$ cat src/rtl/ultimate_if.sv
// ultimate_if: host-side bus of the ultimate matrix-multiply processor (load A/B, start, read C).
// cycle_count exists only when ULTIMATE_CYCLE_COUNT_EN is defined.
interface ultimate_if #(
  parameter int DIM    = 4,
  parameter int DATA_W = 8,
  parameter int ACC_W  = 2*DATA_W+$clog2(DIM)
);
  localparam int AW = $clog2(DIM*DIM);
  logic              start_process;
  logic              wr_en;
  logic              wr_sel;
  logic [AW-1:0]     wr_addr;
  logic [DATA_W-1:0] wr_data;
  logic [AW-1:0]     rd_addr;
  logic [ACC_W-1:0]  rd_data;
  logic              busy;
  logic              done;
`ifdef ULTIMATE_CYCLE_COUNT_EN
  logic [31:0]       cycle_count;
  modport master (output start_process, wr_en, wr_sel, wr_addr, wr_data, rd_addr,
                  input rd_data, busy, done, cycle_count);
  modport slave  (input start_process, wr_en, wr_sel, wr_addr, wr_data, rd_addr,
                  output rd_data, busy, done, cycle_count);
`else
  modport master (output start_process, wr_en, wr_sel, wr_addr, wr_data, rd_addr,
                  input rd_data, busy, done);
  modport slave  (input start_process, wr_en, wr_sel, wr_addr, wr_data, rd_addr,
                  output rd_data, busy, done);
`endif
endinterface

$ cat src/rtl/ultimate.sv
// ultimate: N_CORES lockstep MAC cores computing C = A x B over register-file matrices.
// Optional ULTIMATE_CYCLE_COUNT_EN exposes the COMPUTE cycle counter on the bus.
module ultimate #(
  parameter int N_CORES = 2,
  parameter int DIM     = 4,
  parameter int DATA_W  = 8,
  parameter int ACC_W   = 2*DATA_W+$clog2(DIM)
) (
  input logic      clock,
  input logic      reset,
  ultimate_if.slave bus
);
  localparam int AW = $clog2(DIM*DIM);
  localparam int KW = $clog2(DIM+1);
  localparam int CW = $clog2(DIM);
  localparam int RW = $clog2(DIM+N_CORES);
  localparam int L  = (DIM/N_CORES)*DIM*(DIM+1);
  localparam int NW = $clog2(L+1);

  typedef enum logic [1:0] {IDLE, COMPUTE, DONE} state_t;

  state_t            r_state;
  logic              r_busy;
  logic              r_done;
  logic [NW-1:0]     r_cnt;
  logic [RW-1:0]     r_row [N_CORES];
  logic [CW-1:0]     r_col [N_CORES];
  logic [KW-1:0]     r_k   [N_CORES];
  logic [ACC_W-1:0]  r_acc [N_CORES];
  logic [DATA_W-1:0] r_a   [DIM*DIM];
  logic [DATA_W-1:0] r_b   [DIM*DIM];
  logic [ACC_W-1:0]  r_c   [DIM*DIM];
  logic              w_run;

  assign w_run        = (r_state == COMPUTE) && (r_cnt != NW'(L));
  assign bus.busy     = r_busy;
  assign bus.done     = r_done;
  assign bus.rd_data  = r_c[bus.rd_addr];
`ifdef ULTIMATE_CYCLE_COUNT_EN
  assign bus.cycle_count = 32'(r_cnt);
`endif

  // Cores run in lockstep, so one shared counter marks the end of the sweep.
  always_ff @(posedge clock or posedge reset)
    if (reset) begin
      r_state <= IDLE;
      r_busy  <= 1'b0;
      r_done  <= 1'b0;
      r_cnt   <= '0;
      for (int c = 0; c < N_CORES; c++) begin
        r_row[c] <= '0;
        r_col[c] <= '0;
        r_k[c]   <= '0;
        r_acc[c] <= '0;
      end
    end else if (r_state == IDLE) begin
      for (int c = 0; c < N_CORES; c++) begin
        r_row[c] <= RW'(c);
        r_col[c] <= '0;
        r_k[c]   <= '0;
        r_acc[c] <= '0;
      end
      if (bus.start_process) begin
        r_state <= COMPUTE;
        r_busy  <= 1'b1;
        r_cnt   <= '0;
      end
    end else if (r_state == COMPUTE) begin
      if (w_run) begin
        r_cnt <= r_cnt + NW'(1);
        for (int c = 0; c < N_CORES; c++)
          if (r_k[c] != KW'(DIM)) begin
            r_acc[c] <= r_acc[c] + ACC_W'(r_a[AW'(r_row[c]*DIM + r_k[c])]) *
                                   ACC_W'(r_b[AW'(r_k[c]*DIM + r_col[c])]);
            r_k[c]   <= r_k[c] + KW'(1);
          end else begin
            r_acc[c] <= '0;
            r_k[c]   <= '0;
            r_col[c] <= (r_col[c] == CW'(DIM-1)) ? '0 : r_col[c] + CW'(1);
            r_row[c] <= (r_col[c] == CW'(DIM-1)) ? r_row[c] + RW'(N_CORES) : r_row[c];
          end
      end else begin
        r_state <= DONE;
        r_busy  <= 1'b0;
        r_done  <= 1'b1;
      end
    end else if (!bus.start_process) begin
      r_state <= IDLE;
      r_done  <= 1'b0;
    end

  // Row sets are disjoint per core, so C writes never collide.
  always_ff @(posedge clock) begin
    if (bus.wr_en && r_state != COMPUTE) begin
      if (bus.wr_sel) r_b[bus.wr_addr] <= bus.wr_data;
      else            r_a[bus.wr_addr] <= bus.wr_data;
    end
    for (int c = 0; c < N_CORES; c++)
      if (w_run && r_k[c] == KW'(DIM))
        r_c[AW'(r_row[c]*DIM + r_col[c])] <= r_acc[c];
  end
endmodule

$ cat src/flat_wrapper.sv
// flat-port wrapper written by rule: the top's interface ports become plain ports
module ultimate_flat 
#(
  parameter int N_CORES = 2,
  parameter int DIM     = 4,
  parameter int DATA_W  = 8,
  parameter int ACC_W   = 2*DATA_W+$clog2(DIM)
)
  (clock, reset, bus_start_process, bus_wr_en, bus_wr_sel, bus_wr_addr, bus_wr_data, bus_rd_addr, bus_rd_data, bus_busy, bus_done);
  ultimate_if #(.DIM(DIM), .DATA_W(DATA_W), .ACC_W(ACC_W)) bus_i ();
  input logic clock;
  input logic reset;
  input wire logic [$bits(bus_i.start_process)-1:0] bus_start_process;
  input wire logic [$bits(bus_i.wr_en)-1:0] bus_wr_en;
  input wire logic [$bits(bus_i.wr_sel)-1:0] bus_wr_sel;
  input wire logic [$bits(bus_i.wr_addr)-1:0] bus_wr_addr;
  input wire logic [$bits(bus_i.wr_data)-1:0] bus_wr_data;
  input wire logic [$bits(bus_i.rd_addr)-1:0] bus_rd_addr;
  output wire logic [$bits(bus_i.rd_data)-1:0] bus_rd_data;
  output wire logic [$bits(bus_i.busy)-1:0] bus_busy;
  output wire logic [$bits(bus_i.done)-1:0] bus_done;
  assign bus_i.start_process = bus_start_process;
  assign bus_i.wr_en = bus_wr_en;
  assign bus_i.wr_sel = bus_wr_sel;
  assign bus_i.wr_addr = bus_wr_addr;
  assign bus_i.wr_data = bus_wr_data;
  assign bus_i.rd_addr = bus_rd_addr;
  assign bus_rd_data = bus_i.rd_data;
  assign bus_busy = bus_i.busy;
  assign bus_done = bus_i.done;
  ultimate #(.N_CORES(N_CORES), .DIM(DIM), .DATA_W(DATA_W), .ACC_W(ACC_W)) u_core (.clock(clock), .reset(reset), .bus(bus_i));
endmodule
$ cat config.mk
export PLATFORM = sky130hd
export DESIGN_NAME = ultimate_flat
export DESIGN_NICKNAME = d
export VERILOG_FILES = /design/src/rtl/ultimate_if.sv /design/src/rtl/ultimate.sv /design/src/flat_wrapper.sv
export SDC_FILE = /design/constraint.sdc
export NUM_CORES = 1
export LEC_CHECK = 0
export CORE_ASPECT_RATIO = 0.5
export CORE_MARGIN = 2
export CORE_UTILIZATION = 65
export CTS_BUF_LIST = sky130_fd_sc_hd__clkbuf_4
export CTS_CLUSTER_SIZE = 10
export DETAILED_ROUTE_END_ITERATION = 8
export PLACE_DENSITY = 0.82
export SYNTH_ARGS = -nofsm -noshare
export SYNTH_HDL_FRONTEND = slang
export SYNTH_SLANG_ARGS = --single-unit
$ cat constraint.sdc
create_clock -name clock -period 11.9 [get_ports clock]
set_input_delay 2.975 -clock clock [delete_from_list [all_inputs] [get_ports clock]]
set_output_delay 2.975 -clock clock [all_outputs]
set_load 0.03 [all_outputs]
==> reports/metrics.yaml, run 1 <==
timing:
  fin_crit_ns: 8.96
  tns_ns: 0
  fmax_mhz: 112
  worst_pin_slew_ns: 1.26
  relSlewSlack_pct: 15.9
  fin_skew_ns: 0.0750
  rsz0062_at_grt: "no"
  timing_hold_violations_final: 0
  finalSetupViolations: 0
  slew_viol_final: 0
  period_share_pct: 75.3
cts:
  hold_buffers: 0
  clockRootBuffer: "clkbuf_4"
  clock_tree.buffer_depth: 3
  clock_sinks: 603
  cts_buffers: 137
  cts-htree-levels: 4
  cts_tree: "done"
  post_cts_buffers: 0
  clk_pin_slew_worst_paths_ns: 0.07
  clk_latency_ns: 0.90
  post_cts_resized: 0
worst_setup_path:
  worstPathRequired_ns: 8.93
  criticalPathCategory: "input pin to primary output"
  endpoint_kind: "primary output"
  critPathMaxFanout: 43
  slowest_stage: "buf_4"
  start_kind: "input pin"
  max_stage_delay_ns: 0.64
  cp_cell_sequence: "buf_4, buf_4, mux4_2, mux4_2, clkdlybuf4s50_1"
  cp_data_arrival_time_ns: 5.98
floorplanning:
  die-area_um2: 53900
  core-area_um2: 51700
  row_count: 59
  die_h_um: 165
  initial_core_util_pct: 65.4
  pin_count: 41
  dieWidth_um: 326
global_route:
  grt_overflow: 0
  grt.total_usage_pct: 31.3
  grt_max_degree: 73
  grt_pass1_vias: 21000
  antenna_found_initial: 3
  grt_pass1_wl_um: 124000
yosys:
  async_reset_ff_share_pct: 9.78
  synth_cell_types: 59
  syn_area_per_cell_um2: 15.0
  synthCells: 2257
  synth_top_area_share_pct: 48.4
  synth_largest_area_cell: "edfxtp_1"
  ys.warnings.count: 0
  synth_edf_count: 544
  synth.area.top_cells: "edfxtp_1 (48%), mux4_2 (17%), fa_1 (5.9%), dfrtp_1 (4.4%), mux2_2 (4.1%)"
  ys_seq_area_share_pct: 52.7
  synth_ff_type: "edfxtp_1"
  yosys_register_bits: 603
  syn_nets: 2473
  syn_area_um2: 33800
routing:
  drt_iter0_markers: 2598
  ant_nets: 0
  wl_um: 81300
  vias_per_cell: 6.61
  drc: 0
  drt-pass1-iter-count: 6
  routedWlPerCell_um: 26.0
  vias: 20700
layout:
  fillers: 3294
  fin_nets: 2549
  regArea_um2: 17800
  drive_above_1_share_pct: 27.5
  multi_input_area_um2: 14500
  area_growth_pct: 7.76
placed_design:
  place.gp.congestion: 0.850
  port_buffers: 40
  dp_hpwl_um: 51100
worst_hold_path:
  hold_class: "flip-flop to flip-flop"
outcome:
  outcome: "complete, no violations"
run:
  maxCapViolCount: 0
## cell usage in the layout, fill, tap and decap left out, drive strengths merged, types with 3 or more instances in the layout
cell,instances
clkinvlp,5
bufinv,3
nand2,199
mux2,124
nor3,9
nand3,21
a211oi,4
o21a,4
o22ai,17
o21bai,5
o31ai,3
and3,3
edfxtp,544
nor2b,6
o21ai,131
clkinv,17
nand2b,7
a31oi,4
nand4,3
xor2,18
nor2,71
nand3b,3
fa,100
inv,215
a311oi,3
mux4,250
xnor2,11
a21oi,26
and2,76
clkbuf,199
a21o,12
ha,95
clkdlybuf4s50,38
buf,38
mux2i,81
dfrtp,59
## cells by family after synthesis
group | count (synthesis) | synth area share (%)
AO/OA/AOI/OAI | 223 | 3.80
adder cells (fa/ha/maj) | 195 | 9.44
multiplexers | 455 | 23.2
flip-flops | 603 | 52.7
XOR/XNOR | 29 | 0.807
buffers and inverters | 349 | 4.51
AND/OR/NAND/NOR | 403 | 5.51
## synth_stat cells, types with 5 or more instances
| cell | count |
|---|---|
| nand2_1 | 197 |
| buf_2 | 26 |
| nand2b_1 | 7 |
| nand3_1 | 21 |
| mux2i_1 | 81 |
| inv_1 | 208 |
| nor2b_1 | 6 |
| mux2_2 | 124 |
| o21ai_0 | 127 |
| ha_1 | 95 |
| a21oi_1 | 26 |
| edfxtp_1 | 544 |
| and2_1 | 76 |
| nor2_1 | 63 |
| fa_1 | 100 |
| clkbuf_1 | 78 |
| mux4_2 | 250 |
| o22ai_1 | 17 |
| buf_1 | 11 |
| dfrtp_1 | 59 |
| nor3_1 | 9 |
| o21bai_1 | 5 |
| a21o_1 | 12 |
| xor2_1 | 17 |
| buf_4 | 8 |
| buf_6 | 12 |
| xnor2_1 | 11 |
## sequential cells by signal, summed over array words and instances, names as in the netlist, 2 cells and up
| register | count |
|---|---|
| u_core.r_a | 128 |
| u_core.r_acc | 36 |
| u_core.r_b | 128 |
| u_core.r_c | 288 |
| u_core.r_cnt | 6 |
| u_core.r_col | 4 |
| u_core.r_k | 6 |
| u_core.r_row | 3 |
| u_core.r_state | 2 |
## worst paths after layout
| kind | start | endpoint | slack (ns) | depth (start not counted) |
|---|---|---|---|---|
| setup / recovery | bus_rd_addr[0] | bus_rd_data[3] | 2.94 | 5 |
| hold / removal | u_core.r_cnt[0] | u_core.r_cnt[0] | 0.56 | 1 |
| setup reg to reg | u_core.r_k[2] | u_core.r_acc[17] | 5.10 | 20 |
| hold reg to reg | u_core.r_cnt[0] | u_core.r_cnt[0] | 0.56 | 1 |
| max in group asynchronous | reset | u_core.r_k[0] | 8.66 | 3 |
| min in group asynchronous | reset | u_core.r_k[2] | 2.62 | 3 |
## critical path: cells and delay by family
family,cells,cell delay (ns)
buffers and inverters,3,1.88
muxes,2,1.10
## layer usage
layer / share of wire, % / wire length [um] / vias to the layer above / global-route usage [%]
li1: - / - / 8659 / -
met1: 38 / 30700 / 10400 / 43.4
met2: 47 / 38500 / 1383 / 50.3
met3: 12 / 9950 / 204 / 7.10
met4: 2.7 / 2200 / 0 / 10.2
met5: 0 / 0 / - / 0
## cell type report
type                       instances  area share [%]
antenna                            2          0.0137
clock buffer                     199            4.10
clock inverter                    30           0.643
inverter                         210            2.17
multi-input combinational       1305            39.9
sequential                       603            48.9
tap                              701            2.41
timing repair buffer              76            1.83
## per-stage QoR
stage	hold WS (ns)	cell area (um2)	setup slack, ns	utilization [%]	std cells
after CTS	0.563	36400	2.86	70.4	3124
after floorplan	0.509	33800	4.25	-	2257
after global routing	0.595	36400	2.73	70.4	3125
after detailed placement	0.494	34700	2.90	67.1	2895
after global placement	0.493	34700	2.93	67.1	2895
final	0.565	36400	2.94	70.5	3126
Power of run 1 is left out: the tool's default activity adds up to more than one toggle a clock period on the data nets, which glitch-free logic cannot reach.
==> inputs of run 2 (changes only) <==
- CORE_UTILIZATION: 65 -> 59
- PLACE_DENSITY: 0.82 -> 0.79
- clock period: 11.9 -> 8.11 ns (I/O delays scaled with it)
==> reports/metrics.yaml, run 2 (synthesized netlist as in run 1, its figures left out) <==
timing:
  rsz0062_at_grt: "no"
  fin_skew_ns: 0.0753  # +0.000249 ns
  worst_pin_slew_ns: 1.26  # +0.00455 ns
  finalSetupViolations: 0  # unchanged
  fin_crit_ns: 6.78
  relSlewSlack_pct: 15.6  # -0.30 points
  tns_ns: 0  # unchanged
  fmax_mhz: 147
  finalWorstSetupSlack_ns: 1.33  # -1.61 ns
  timing_hold_violations_final: 0  # unchanged
  period_share_pct: 83.6
  slew_viol_final: 0  # unchanged
worst_setup_path:
  criticalPathCategory: "flip-flop to flip-flop"
  cp_data_arrival_time_ns: 7.54  # +1.56 ns
  worstPathRequired_ns: 8.87  # -0.06 ns
  start_kind: "flip-flop"
  critPathMaxFanout: 20  # -53%
  endpoint_kind: "flip-flop"
layout:
  largest_reg_flops: 288  # unchanged
  layout_common_cells: "edfxtp_1 (544), mux4_2 (250), clkbuf_4 (216)"
  fin_util_pct: 65.5  # -4.9 points
  drive_above_1_share_pct: 28.0  # +0.55 points
  design_area_um2: 36800  # +0.95%
  layout_commonest_cell: "edfxtp_1"
  fin_nets: 2557  # +0.31%
  area_growth_pct: 8.79
cts:
  clk_pin_slew_worst_paths_ns: 0.08  # about the same
  clock_tree.buffer_depth: 3  # unchanged
  clk_latency_ns: 0.89  # about the same
  cts_tree: "done"
  clock_sinks: 603  # unchanged
  post_cts_resized: 0  # unchanged
  cts_buffers: 139  # +1.5%
  hold_buffers: 0  # unchanged
  post_cts_buffers: 0  # unchanged
  cts-htree-levels: 4  # unchanged
  clockRootBuffer: "clkbuf_4"
global_route:
  antenna_found_initial: 2  # -1
  grt_overflow: 0  # unchanged
  grt.total_usage_pct: 28.6  # -2.7 points
  grt_max_degree: 73  # unchanged
  grt_pass1_wl_um: 126000  # +1.7%
  grt_pass1_vias: 20800  # -0.97%
outcome:
  outcome: "finished, violations left"
  violations: "DRC"
routing:
  drc: 2  # +2
  vias: 20400  # -1.2%
  drt-pass1-iter-count: 8  # +2
  wl_um: 81800  # +0.66%
  vias_per_cell: 6.36  # -3.8%
  routedWlPerCell_um: 25.5  # -2.0%
  drt_iter0_markers: 2442  # -6.0%
  ant_nets: 0  # unchanged
placed_design:
  port_buffers: 40  # unchanged
  placed_area_um2: 34800  # +0.39%
  dp_hpwl_um: 53300  # +4.2%
  place.gp.congestion: 0.874  # +2.9%
  dp_slack_ns: 1.38  # -1.52 ns
worst_hold_path:
  hold_class: "flip-flop to flip-flop"
floorplanning:
  row_count: 61  # +3.4%
  dieWidth_um: 342  # +4.9%
  die_h_um: 173  # +4.8%
  core-area_um2: 56100  # +8.6%
  initial_core_util_pct: 60.2  # -5.2 points
  pin_count: 41  # unchanged
  die-area_um2: 59300  # +10%
run:
  maxCapViolCount: 0  # unchanged
==> run 2: cell count changes in the layout (fill, tap and decap cells not counted), sizes merged <==
cell / change
clkinvlp: -3
inv: -1
clkinv: +9
bufinv: +3
clkbuf: +17
diode: -1
buf: +6
==> run 2: path summary, 6_finish.rpt <==
path,from,endpoint,slack [ns],cells after the start
max,u_core.r_row[0],u_core.r_acc[17],1.33,19
min,u_core.bus.busy,u_core.bus.busy,0.53,2
max reg2reg,u_core.r_row[0],u_core.r_acc[17],1.33,19
min reg2reg,u_core.bus.busy,u_core.bus.busy,0.53,2
max in group asynchronous,reset,u_core.r_k[0],5.69,3
min in group asynchronous,reset,u_core.bus.busy,1.70,3
==> run 2: critical path: stages, from the launching register on <==
cell and delay [ns]:
dfrtp_1 0.44, ha_1 1.01, buf_4 0.32, mux4_2 0.33, mux4_2 0.59, and2_1 0.21, fa_1 0.41, fa_1 0.48
fa_1 0.55, inv_1 0.05, fa_1 0.47, inv_1 0.04, ha_1 0.33, o21ai_0 0.13, o21ai_0 0.31, a311oi_2 0.20
nor3_1 0.36, nor4_2 0.11, o221ai_1 0.24, o21ai_1 0.09
==> run 2: layer usage <==
metal	routed length, um	vias to the layer above	global-route usage (%)
met5	0	-	0
met4	2230	0	9.03
met3	9330	180	7.32
met2	38100	1269	43.5
met1	32100	10300	41.0
li1	-	8714	-
==> run 2: layout make-up <==
type                    count  area (um2)
diodes                      1        2.50
inverters                 210         788
fillers                  3838       19300
clock inverters            38         319
flip-flops and latches    603       17800
well taps                 756         946
repair buffers             82         736
multi-input cells        1305       14500
clock buffers             216        1620
==> run 2: through the flow <==
stage	cells	hold WS, ns
after floorplan	2257	0.509
after global routing	3211	0.565
after detailed placement	2956	0.506
after CTS	3210	0.526
after global placement	2956	0.496
final	3211	0.528
Power of run 2 is left out for the same reason.
==> patch, RTL diff (flow settings as in run 1) <==
Reset style: synchronous (`reset`), changed in one clocked block.
--- a/src/rtl/ultimate.sv
+++ b/src/rtl/ultimate.sv
@@ -42,5 +42,5 @@
 
   // Cores run in lockstep, so one shared counter marks the end of the sweep.
-  always_ff @(posedge clock or posedge reset)
+  always_ff @(posedge clock)
     if (reset) begin
       r_state <= IDLE;
Formal check against the unedited RTL: differs if reset is asserted again (counterexample within 4 cycles, from zero or initial values and one cycle with reset high); with reset held inactive, the same outputs for 4 cycles.
==> patch against run 1 <==
- final area grew 0.18%
- area after synthesis increased by 0.26%
- synthesized cell count increased by 7.6%
- critical path depth is the same
- sequential cell count stayed put
- routed wire length down 3.0%
- setup slack got worse by 0.018 ns
- first-iteration DRC count rose by 8.8%
- critical endpoint is now bus_rd_data[6]
- largest cell class unchanged
- highest routed layer unchanged
==> patch: results (changes against run 1) <==
Global route
  – Vias in the first global route: 21200 (was 21000)
  – Largest net degree at the start of global routing: 73 (unchanged)
  – Global-route wire length before repair: 121000 um (was 124000 um)
  – GR Util All Layers: 0.302 (was 0.313)
  – Initial antenna violation count: 1 (was 3)

Synth
  – Yosys cell types: 63 (was 59)
  – Top post-synthesis cells by count: 572 x edfxtp_1, 252 x nand2_1, 236 x mux4_2 (was 544 x edfxtp_1, 250 x mux4_2, 208 x inv_1)
  – Post-Syn Nets: 2645 (was 2473)
  – Sequential cell area fraction in the yosys report: 0.525 (was 0.527)
  – Ys async rst share: 0 (was 0.0978)
  – EDFF count, synth: 572 (was 544)
  – Area contributors post-synth: edfxtp_1 51%, mux4_2 16%, fa_1 5.9% (was edfxtp_1 48%, mux4_2 17%, fa_1 5.9%)

Finish
  – NumNets Final: 2697 (was 2549)
  – Largest register FFs: 288 (unchanged)
  – # fillers: 3217 (was 3294)
  – Layout cell share with drive strength beyond 1: 0.208 (was 0.275)

Placement
  – Post-DP HPWL: 50400 um (was 51100 um)
  – Gp weighted congestion: 0.867 (was 0.850)
  – Number of port buffers: 40 (unchanged)

Clock tree
  – CTS buffer count: 139 (was 137)
  – Clock Path Buffers: 3 (unchanged)
  – Clock transition at the registers of the reported paths: approximately 0.08 ns
  – Clk_lat worst skew: just over 0.9 ns
  – Resize count post-CTS: 0 (unchanged)
  – Post-CTS Setup Bufs: 0 (unchanged)
  – H-tree depth: 4 (unchanged)
  – Clk root buf: clkbuf_4 (unchanged)

Run status
  – Status: complete, no violations (unchanged)

Detailed routing
  – DRT iter0 DRCs: 2827 (was 2598)
  – Routed wire length: 78900 um (was 81300 um)
  – DRT Pass-1 Iters: 6 (unchanged)
  – Vias/cell: 6.38 (was 6.61)

Pwr
  – Leakage: approximately 13 nW
  – Worst VDD drop: 0.153 mV

Critical path
  – CP top delay family: buffers and inverters (unchanged)
  – Slowest CP cell: clkdlybuf4s50_1 (was buf_4)
  – Worst EP arrival: 6.00 ns (was 5.98 ns)
  – CP Max Fanout: 45 (was 43)
  – CP max stage delay: between 0.6 and 0.7 ns

Timing
  – Setup Viol. Count Final: 0 (unchanged)
  – Fin. max-slew vios: 0 (unchanged)
  – Final Skew: 0.0753 ns (was 0.0750 ns)
  – Rel. slew slack: 0.129 (was 0.159)

Hold path
  – HP Class: register to register (unchanged)
-- patch: cell type report --
cell class                 instances  area (um^2)  share of cell area
multi-input combinational       1436        14500               0.397
clock buffer                     209         1570              0.0430
clock inverter                    37          233             0.00638
timing repair buffer              80          696              0.0191
inverter                         221          830              0.0227
antenna                            1         2.50           0.0000686
tap                              701          877              0.0240
sequential                       603        17800               0.488
-- patch: final timing paths --
path                                 start                          endpoint  slack (ns)  cells after the start
max                         bus_rd_addr[0]                    bus_rd_data[6]        2.92                      5
min           u_core.r_cnt[5]$_SDFFE_PP0P_      u_core.r_cnt[5]$_SDFFE_PP0P_        0.50                      2
max reg2reg  u_core.r_k[1][0]$_SDFFE_PP0P_  u_core.r_acc[1][17]$_SDFFE_PP0P_        5.09                     20
min reg2reg   u_core.r_cnt[5]$_SDFFE_PP0P_      u_core.r_cnt[5]$_SDFFE_PP0P_        0.50                      2
-- patch: kinds of logic after synthesis --
kind of cell | synth area share
AOI/OAI and AO/OA | 0.0492
adders and majority gates | 0.0942
DFF | 0.525
and+or+nand+nor | 0.0716
buffers and inverters | 0.0505
xor gates and xnor gates | 0.00724
muxes | 0.202
-- patch: power by group --
group | total [mW] | switching, mW | internal [mW]
sequential | 2.54 | 0.106 | 2.44
clock | 1.69 | 0.840 | 0.852
combinational | 2.46 | 1.38 | 1.08
-- patch: routing by layer --
metal / wire length (um) / up-vias / track usage
met5: 0 / - / 0
met4: 1940 / 0 / 0.105
met3: 8860 / 179 / 0.0649
met2: 37800 / 1279 / 0.490
met1: 30300 / 10400 / 0.413
li1: - / 9129 / -
-- patch: metrics by stage --
step                 util  setup WS [ns]  instances  area, um^2
global route        0.705           2.69       3288       36500
detailed placement  0.670           2.84       3041       34700
floorplan               -           4.25       2429       33900
finish              0.705           2.92       3288       36500
global placement    0.670           2.89       3041       34700
CTS                 0.705           2.84       3287       36500
-- patch: worst register-to-register path: stages (launching register included) --
cell	delay, ns
dfxtp_2	0.77
buf_4	0.51
mux4_2	0.59
mux2i_1	0.23
nor2_1	0.07
a21oi_1	0.53
nor2_1	0.16
fa_1	0.53
fa_1	0.46
fa_1	0.51
inv_1	0.05
fa_1	0.47
inv_1	0.04
ha_1	0.34
a21oi_1	0.21
nor2_1	0.09
or4b_1	0.49
o21ai_1	0.16
xnor2_1	0.16
o21ai_1	0.08
a22o_1	0.21
